==> src/rtl/stepper_pkg.sv <==
// Shared definitions for the stepper phase sequencer and the phase diagram overlay:
// excitation modes, sequencer states and the half-step coil table.
package stepper_pkg;

    typedef enum logic [1:0] {
        MODE_WAVE = 2'd0,
        MODE_TWO  = 2'd1,
        MODE_HALF = 2'd2,
        MODE_OFF  = 2'd3
    } mode_e;

    typedef logic [1:0] state_t;

    localparam state_t ST_IDLE = 2'd0;
    localparam state_t ST_RUN  = 2'd1;
    localparam state_t ST_HOLD = 2'd2;

    // Coil bus is {/B, /A, B, A}
    localparam int COIL_A  = 0;
    localparam int COIL_B  = 1;
    localparam int COIL_NA = 2;
    localparam int COIL_NB = 3;

    // Entry [i] is the coil pattern for half-step index i (entry 7 listed first)
    localparam logic [7:0][3:0] PHASE_TABLE = {
        4'd9, 4'd8, 4'd12, 4'd4, 4'd6, 4'd2, 4'd3, 4'd1
    };

    function automatic logic [3:0] phase_coil(input logic [2:0] idx);
        return PHASE_TABLE[idx];
    endfunction

endpackage

==> src/rtl/stepper_next_index.sv <==
// Combinational next half-step index for a given excitation mode and direction.
// Wave mode lands on even indices, two-phase on odd ones; a wrong-parity start realigns.
module stepper_next_index
    import stepper_pkg::*;
(
    input  logic [2:0] idx,
    input  mode_e      mode,
    input  logic       dir,
    output logic [2:0] next_idx
);

    logic [2:0] inc1_s;
    logic [2:0] inc2_s;
    logic [2:0] dec1_s;
    logic [2:0] dec2_s;

    assign inc1_s = idx + 3'd1;
    assign inc2_s = idx + 3'd2;
    assign dec1_s = idx - 3'd1;
    assign dec2_s = idx - 3'd2;

    // Select the successor index; arithmetic wraps modulo 8
    always_comb begin
        next_idx = idx;
        case (mode)
            MODE_WAVE: begin
                if (dir) begin
                    next_idx = inc2_s & 3'b110;
                end else begin
                    next_idx = dec1_s & 3'b110;
                end
            end
            MODE_TWO: begin
                if (dir) begin
                    next_idx = (inc1_s & 3'b110) + 3'd1;
                end else begin
                    next_idx = dec2_s | 3'b001;
                end
            end
            MODE_HALF: begin
                if (dir) begin
                    next_idx = inc1_s;
                end else begin
                    next_idx = dec1_s;
                end
            end
            MODE_OFF: next_idx = idx;
            default:  next_idx = idx;
        endcase
    end

endmodule

==> src/rtl/stepper_phase_sequencer.sv <==
// Command-driven stepper coil sequencer: paces half-step table changes at the commanded
// period, tracks position, and holds the coils energised for a while after each move.
module stepper_phase_sequencer
    import stepper_pkg::*;
#(
    parameter int STEP_BITS   = 16,
    parameter int PERIOD_BITS = 24,
    parameter int HOLD_CYCLES = 2_700_000
) (
    input  logic                   clock,
    input  logic                   reset_n,
    input  logic                   cmd_valid,
    output logic                   cmd_ready,
    input  logic [STEP_BITS-1:0]   cmd_steps,
    input  logic                   cmd_dir,
    input  logic [1:0]             cmd_mode,
    input  logic [PERIOD_BITS-1:0] cmd_period,
    input  logic                   abort,
    output logic [3:0]             coil,
    output logic                   drv_enable,
    output logic [2:0]             phase_index,
    output logic [STEP_BITS-1:0]   position,
    output logic [STEP_BITS-1:0]   steps_remaining,
    output logic                   busy,
    output logic                   done,
    output logic                   aborted
);

    localparam int HOLD_W = (HOLD_CYCLES > 1) ? $clog2(HOLD_CYCLES) : 1;
    localparam logic [HOLD_W-1:0] HOLD_LAST = (HOLD_CYCLES > 0) ? HOLD_W'(HOLD_CYCLES - 1) : '0;
    localparam bit HOLD_EN = (HOLD_CYCLES > 0);

    state_t                 state_q,   state_d;
    mode_e                  mode_q,    mode_d;
    logic                   dir_q,     dir_d;
    logic [PERIOD_BITS-1:0] period_q,  period_d;
    logic [PERIOD_BITS-1:0] cnt_q,     cnt_d;
    logic [HOLD_W-1:0]      hold_q,    hold_d;
    logic [2:0]             phase_q,   phase_d;
    logic [STEP_BITS-1:0]   pos_q,     pos_d;
    logic [STEP_BITS-1:0]   steps_q,   steps_d;
    logic [3:0]             coil_q,    coil_d;
    logic                   drv_q,     drv_d;
    logic                   busy_q,    busy_d;
    logic                   done_q,    done_d;
    logic                   aborted_q, aborted_d;

    logic [2:0]             next_idx_s;
    logic                   accept_s;
    logic                   step_fire_s;
    logic                   to_hold_s;
    mode_e                  cmd_mode_s;

    stepper_next_index u_next_index (
        .idx      (phase_q),
        .mode     (mode_q),
        .dir      (dir_q),
        .next_idx (next_idx_s)
    );

    assign cmd_ready   = (state_q == ST_IDLE) || (state_q == ST_HOLD);
    assign accept_s    = cmd_valid && cmd_ready;
    assign step_fire_s = (cnt_q == (period_q - PERIOD_BITS'(1)));
    assign cmd_mode_s  = mode_e'(cmd_mode);

    // Next-state logic for the sequencer FSM and all datapath registers
    always_comb begin
        state_d   = state_q;
        mode_d    = mode_q;
        dir_d     = dir_q;
        period_d  = period_q;
        cnt_d     = cnt_q;
        hold_d    = hold_q;
        phase_d   = phase_q;
        pos_d     = pos_q;
        steps_d   = steps_q;
        coil_d    = coil_q;
        drv_d     = drv_q;
        busy_d    = busy_q;
        done_d    = 1'b0;
        aborted_d = 1'b0;
        to_hold_s = 1'b0;

        case (state_q)
            ST_RUN: begin
                // abort outranks a step due on the same edge
                if (abort) begin
                    done_d    = 1'b1;
                    aborted_d = 1'b1;
                    to_hold_s = 1'b1;
                end else if (step_fire_s) begin
                    cnt_d   = '0;
                    phase_d = next_idx_s;
                    coil_d  = phase_coil(next_idx_s);
                    pos_d   = dir_q ? (pos_q + STEP_BITS'(1)) : (pos_q - STEP_BITS'(1));
                    steps_d = steps_q - STEP_BITS'(1);
                    if (steps_q == STEP_BITS'(1)) begin
                        done_d    = 1'b1;
                        to_hold_s = 1'b1;
                    end else begin
                        to_hold_s = 1'b0;
                    end
                end else begin
                    cnt_d = cnt_q + PERIOD_BITS'(1);
                end
            end
            ST_IDLE, ST_HOLD: begin
                if (state_q == ST_HOLD) begin
                    hold_d = hold_q + HOLD_W'(1);
                    if (hold_q == HOLD_LAST) begin
                        state_d = ST_IDLE;
                        coil_d  = 4'd0;
                        drv_d   = 1'b0;
                    end else begin
                        state_d = ST_HOLD;
                    end
                end else begin
                    hold_d = hold_q;
                end
                // An accept here overrides any release computed above
                if (accept_s) begin
                    mode_d   = cmd_mode_s;
                    dir_d    = cmd_dir;
                    period_d = (cmd_period < PERIOD_BITS'(2)) ? PERIOD_BITS'(2) : cmd_period;
                    steps_d  = cmd_steps;
                    cnt_d    = '0;
                    if (cmd_mode_s == MODE_OFF) begin
                        state_d = ST_IDLE;
                        coil_d  = 4'd0;
                        drv_d   = 1'b0;
                        busy_d  = 1'b0;
                        done_d  = 1'b1;
                    end else if (cmd_steps == '0) begin
                        coil_d  = coil_q;
                        drv_d   = drv_q;
                        done_d  = 1'b1;
                        if (drv_q) begin
                            to_hold_s = 1'b1;
                        end else begin
                            state_d = ST_IDLE;
                        end
                    end else begin
                        state_d = ST_RUN;
                        coil_d  = phase_coil(phase_q);
                        drv_d   = 1'b1;
                        busy_d  = 1'b1;
                    end
                end else begin
                    busy_d = 1'b0;
                end
            end
            default: begin
                state_d = ST_IDLE;
                coil_d  = 4'd0;
                drv_d   = 1'b0;
                busy_d  = 1'b0;
            end
        endcase

        if (to_hold_s) begin
            busy_d = 1'b0;
            hold_d = '0;
            if (HOLD_EN) begin
                state_d = ST_HOLD;
            end else begin
                state_d = ST_IDLE;
                coil_d  = 4'd0;
                drv_d   = 1'b0;
            end
        end else begin
            hold_d = hold_d;
        end
    end

    // State and output registers
    always_ff @(posedge clock or negedge reset_n) begin
        if (!reset_n) begin
            state_q   <= ST_IDLE;
            mode_q    <= MODE_WAVE;
            dir_q     <= 1'b0;
            period_q  <= PERIOD_BITS'(2);
            cnt_q     <= '0;
            hold_q    <= '0;
            phase_q   <= 3'd0;
            pos_q     <= '0;
            steps_q   <= '0;
            coil_q    <= 4'd0;
            drv_q     <= 1'b0;
            busy_q    <= 1'b0;
            done_q    <= 1'b0;
            aborted_q <= 1'b0;
        end else begin
            state_q   <= state_d;
            mode_q    <= mode_d;
            dir_q     <= dir_d;
            period_q  <= period_d;
            cnt_q     <= cnt_d;
            hold_q    <= hold_d;
            phase_q   <= phase_d;
            pos_q     <= pos_d;
            steps_q   <= steps_d;
            coil_q    <= coil_d;
            drv_q     <= drv_d;
            busy_q    <= busy_d;
            done_q    <= done_d;
            aborted_q <= aborted_d;
        end
    end

    assign coil            = coil_q;
    assign drv_enable      = drv_q;
    assign phase_index     = phase_q;
    assign position        = pos_q;
    assign steps_remaining = steps_q;
    assign busy            = busy_q;
    assign done            = done_q;
    assign aborted         = aborted_q;

endmodule

==> config.mk <==
export PLATFORM = sky130hd
export DESIGN_NAME = stepper_phase_sequencer
export DESIGN_NICKNAME = d
export VERILOG_FILES = /design/src/rtl/stepper_pkg.sv /design/src/rtl/stepper_next_index.sv /design/src/rtl/stepper_phase_sequencer.sv
export SDC_FILE = /design/constraint.sdc
export NUM_CORES = 1
export LEC_CHECK = 0
export ABC_AREA = 1
export BUFFER_PORTS_ARGS = -buffer_cell sky130_fd_sc_hd__buf_2
export CORE_MARGIN = 1.5
export CORE_UTILIZATION = 54
export DETAILED_ROUTE_END_ITERATION = 6
export PLACE_DENSITY_LB_ADDON = 0.3
export SYNTH_ARGS = -nofsm -noshare
export SYNTH_HDL_FRONTEND = slang
export SYNTH_SLANG_ARGS = --single-unit
==> constraint.sdc <==
create_clock -name clock -period 2.1 [get_ports clock]
set_input_delay 0.42 -clock clock [delete_from_list [all_inputs] [get_ports clock]]
set_output_delay 0.42 -clock clock [all_outputs]
set_load 0.005 [all_outputs]
==> reports/metrics.yaml <==
yosys:
  postSynth.asyncResetShare_pct: 100
  yosysWarningCount: 0
  synth.ff_latch_count: 118
  syn_avg_cell_area_sq_um: 7.07
  yosysTopAreaCellShare_pct: 34.3
  netlist-cell-type-count: 49
  post_synth_instance_area_sq_um: 8540
  synth-edff-count: 0
  synth_area_leaders: "sky130_fd_sc_hd__dfrtp_1, sky130_fd_sc_hd__nand2_1, sky130_fd_sc_hd__inv_1"
  ys.flop_type: "sky130_fd_sc_hd__dfrtp_1"
  synthesized_instance_count: 1209
  synth.net_count: 1280
  most_frequent_cell_after_synthesis: "sky130_fd_sc_hd__nand2_1"
  synth.largest_area_cell: "sky130_fd_sc_hd__dfrtp_1"
  ys_top_cells_by_count: "sky130_fd_sc_hd__nand2_1, sky130_fd_sc_hd__inv_1, sky130_fd_sc_hd__dfrtp_1"
  sequential_element_share_of_the_synthesized_area_pct: 34.6
detailed_routing:
  detail_route.vias_per_cell: 5.65
  initial_drc_count: 871
  detail_route.drc_violations: 0
  drt_first_pass_iters: 5
  m1WireLength_mm: 11.4
  detail_route.wl_per_cell_um: 15.9
  highest_layer: "met4"
  wire_length_on_met2_mm: 13.2
  routed-via-count: 9716
  ant_nets: 0
  drt_wl_total_mm: 27.4
  dr_wl_met3_mm: 1.68
clock_tree:
  clock_pin_slew_of_the_registers_on_the_worst_case_setup_and_hold_paths_ns: 0.06
  cts_tree: "done"
  cts.hold.buffers_added: 0
  number_of_clock_sinks_seen_by_cts: 118
  cts_buffer_depth: 2
  cts-htree-levels: 4
  clock_latency_ns: 0.43
  numCtsBuffers: 17
  root_buffer: "sky130_fd_sc_hd__clkbuf_16"
timing:
  relSlewSlack_pct: 58.4
  finalCriticalPeriod_ns: 2.48
  period_share_pct: 118
  unrepaired_setup_endpoints_after_global_routing: "true"
  timing.final.setup_violations: 89
  minimum_hold_slack_ns: -0.0133
  skew_ns: 0.00853
  finalSetupTns_ns: -26.67
  setup_slack_ns: -0.376
  hold_violations: 11
  max_slew.worst_pin.slew_ns: 0.619
  slew_violations: 0
  maxClockFrequency_ghz: 0.404
worst_setup_path:
  worst_ep_required_time_ns: 2.42
  crit_arrival_ns: 2.79
  timing.critical_path.to_type: "register"
  start_kind: "register"
  critPathLaunch: "period_q[2]"
  worst_setup_path_endpoint: "steps_remaining[8]"
  origin_of_the_critical_flop_to_flop_path: "period_q[2]"
  timing.critical_path.fanout_max: 8
  timing.reg2reg.worst_path_depth: 15
  crit_type: "reg2reg"
  rrSetupSlack_ns: -0.38
  timing.rr.end: "steps_remaining[8]"
global_routing:
  antenna_violations_before_repair: 0
  grt_pass1_wl_mm: 43.4
  grt-ovfl-total: 0
  maximum_number_of_pins_on_one_net_before_global_route_repair: 42
  grtUsageTotal_pct: 32.9
  grt_pass1_vias: 9209
final_layout:
  combined_area_of_the_multi_input_logic_cells_sq_um: 5270
  finalNonFillerCells: 1721
  fill_cells: 1057
  area_growth_from_synthesis_to_layout_pct: 37.1
  layout-drive-gt1-share_pct: 28.9
  diodes: 0
  number_of_nets_in_the_layout: 1568
  ff_latch_area_sq_um: 2950
  postLayoutCoreUtil_pct: 76.5
place:
  dpl.hpwl_mm: 18.4
  post-place-cells: 1660
  gp_routability_congestion: 0.935
  io_buffer_count: 90
die:
  core-area_sq_um: 15300
  floorplan.initialDensity_pct: 55.8
  top_level_ports: 91
  dieArea_sq_um: 16600
  die_width_um: 129
  die_h_um: 129
  placementRows: 45
power_and_ir_drop:
  worst_supply_voltage_drop_on_vdd_v: 0.000736
  power_density_nw_per_um2: 1050
  p_leak_nw: 6.07
outcome:
  failed_checks: "hold timing, setup timing"
  status: "finished, violations left"
min_path:
  hp-class: "in2async"
flow_run:
  count_of_max_cap_constraint_violations: 0
## layout make-up
class	instances	area share, %
Multi-Input combinational cell	930	45.0
Sequential cell	118	25.2
Timing Repair Buffer	299	18.0
Inverter	131	4.20
Clock buffer	18	3.75
Tap cell	211	2.25
Clock inverter	14	1.56
## cell usage in the layout (no fill, tap or decap), types with 5 or more instances in the layout
cell and n:
sky130_fd_sc_hd__nand2_1 327, sky130_fd_sc_hd__buf_4 194, sky130_fd_sc_hd__inv_1 123, sky130_fd_sc_hd__dfrtp_1 117, sky130_fd_sc_hd__nor2_1 98, sky130_fd_sc_hd__buf_2 90, sky130_fd_sc_hd__nand3_1 72, sky130_fd_sc_hd__nand4_1 63
sky130_fd_sc_hd__xor2_1 55, sky130_fd_sc_hd__o21ai_0 50, sky130_fd_sc_hd__nor3_1 28, sky130_fd_sc_hd__a21oi_1 24, sky130_fd_sc_hd__nand2_2 23, sky130_fd_sc_hd__xnor2_1 23, sky130_fd_sc_hd__ha_1 22, sky130_fd_sc_hd__nor4_1 18
sky130_fd_sc_hd__o22ai_1 17, sky130_fd_sc_hd__clkbuf_16 17, sky130_fd_sc_hd__nand3_2 14, sky130_fd_sc_hd__nor2_2 11, sky130_fd_sc_hd__buf_6 11, sky130_fd_sc_hd__nor2_4 9, sky130_fd_sc_hd__o21ai_1 9, sky130_fd_sc_hd__nand2_8 8
sky130_fd_sc_hd__o21ai_2 8, sky130_fd_sc_hd__inv_2 7, sky130_fd_sc_hd__nand3b_1 6, sky130_fd_sc_hd__or2_2 6, sky130_fd_sc_hd__o211ai_1 6, sky130_fd_sc_hd__nand2_4 5, sky130_fd_sc_hd__clkinvlp_4 5, sky130_fd_sc_hd__clkinv_2 5
## registers in the layout, summed over array words and instances, names as in the netlist, 3 cells and up
name	cells
position	16
coil	4
hold_q	22
period_q	24
cnt_q	24
steps_remaining	16
phase_index	3
## timing repair
| action | 4_1_cts | 5_1_grt |
|---|---|---|
| gates cloned | 4 | 3 |
| gates resized for setup | 29 | 48 |
| endpoints found under the setup margin | 88 | 90 |
| pin swaps | 16 | 14 |
| hold endpoints to repair | 0 | 0 |
| buffers inserted | 9 | 13 |
## how the worst min path moves through the flow
stage          startpoint  depth (start not counted)            to  slack (ns)
2_1_floorplan     reset_n                          0       aborted        0.12
3_3_place_gp      reset_n                          1  period_q[15]        0.45
3_5_place_dp      reset_n                          1  period_q[15]        0.45
4_1_cts           reset_n                          1  period_q[15]        0.01
5_1_grt           reset_n                          1  period_q[14]        0.04
6_report          reset_n                          1  period_q[14]       -0.01
## logic make-up after synthesis
family,after synthesis,synth area share [%]
fa+ha+maj,24,3.60
compound gates,127,8.60
simple gates,695,37.0
xor+xnor,78,8.00
buf+inv,167,8.22
flops,118,34.6
## per-layer routing
metal | vias to the layer above | global-route usage (%)
li1 | 4596 | -
met1 | 4597 | 41.4
met2 | 422 | 55.0
met4 | 0 | 16.3
met5 | - | 0
met3 | 101 | 5.36
## critical path: stages (launching register included)
cell and delay [ns]:
sky130_fd_sc_hd__dfrtp_1 0.45, sky130_fd_sc_hd__nor2_2 0.16, sky130_fd_sc_hd__nand2_4 0.13, sky130_fd_sc_hd__nor2_4 0.21
sky130_fd_sc_hd__buf_4 0.15, sky130_fd_sc_hd__nand4_1 0.08, sky130_fd_sc_hd__nand2_1 0.08, sky130_fd_sc_hd__inv_1 0.05
sky130_fd_sc_hd__buf_4 0.13, sky130_fd_sc_hd__nor3_2 0.20, sky130_fd_sc_hd__nand3_2 0.19, sky130_fd_sc_hd__nand2_4 0.15
sky130_fd_sc_hd__buf_6 0.13, sky130_fd_sc_hd__nand2_8 0.08, sky130_fd_sc_hd__nand2_2 0.09, sky130_fd_sc_hd__nand2_1 0.06
## through the flow
| stage | power [W] | cell area (sq um) | setup WS (ns) |
|---|---|---|---|
| global placement | 0.00825 | 10500 | -0.268 |
| floorplan | 0.00614 | 8570 | -0.0468 |
| CTS | 0.0118 | 11400 | -0.309 |
| finish | 0.0123 | 11700 | -0.376 |
| global route | 0.0130 | 11700 | -0.588 |
| detailed placement | 0.00838 | 10500 | -0.327 |
## power breakdown
part           switching (W)  total (W)  internal [W]
Sequential          0.000512    0.00324       0.00273
Combinational        0.00342    0.00596       0.00254
Clock                0.00111    0.00311       0.00200
Total                0.00504     0.0123       0.00727
(Power assumes the default switching activity.)
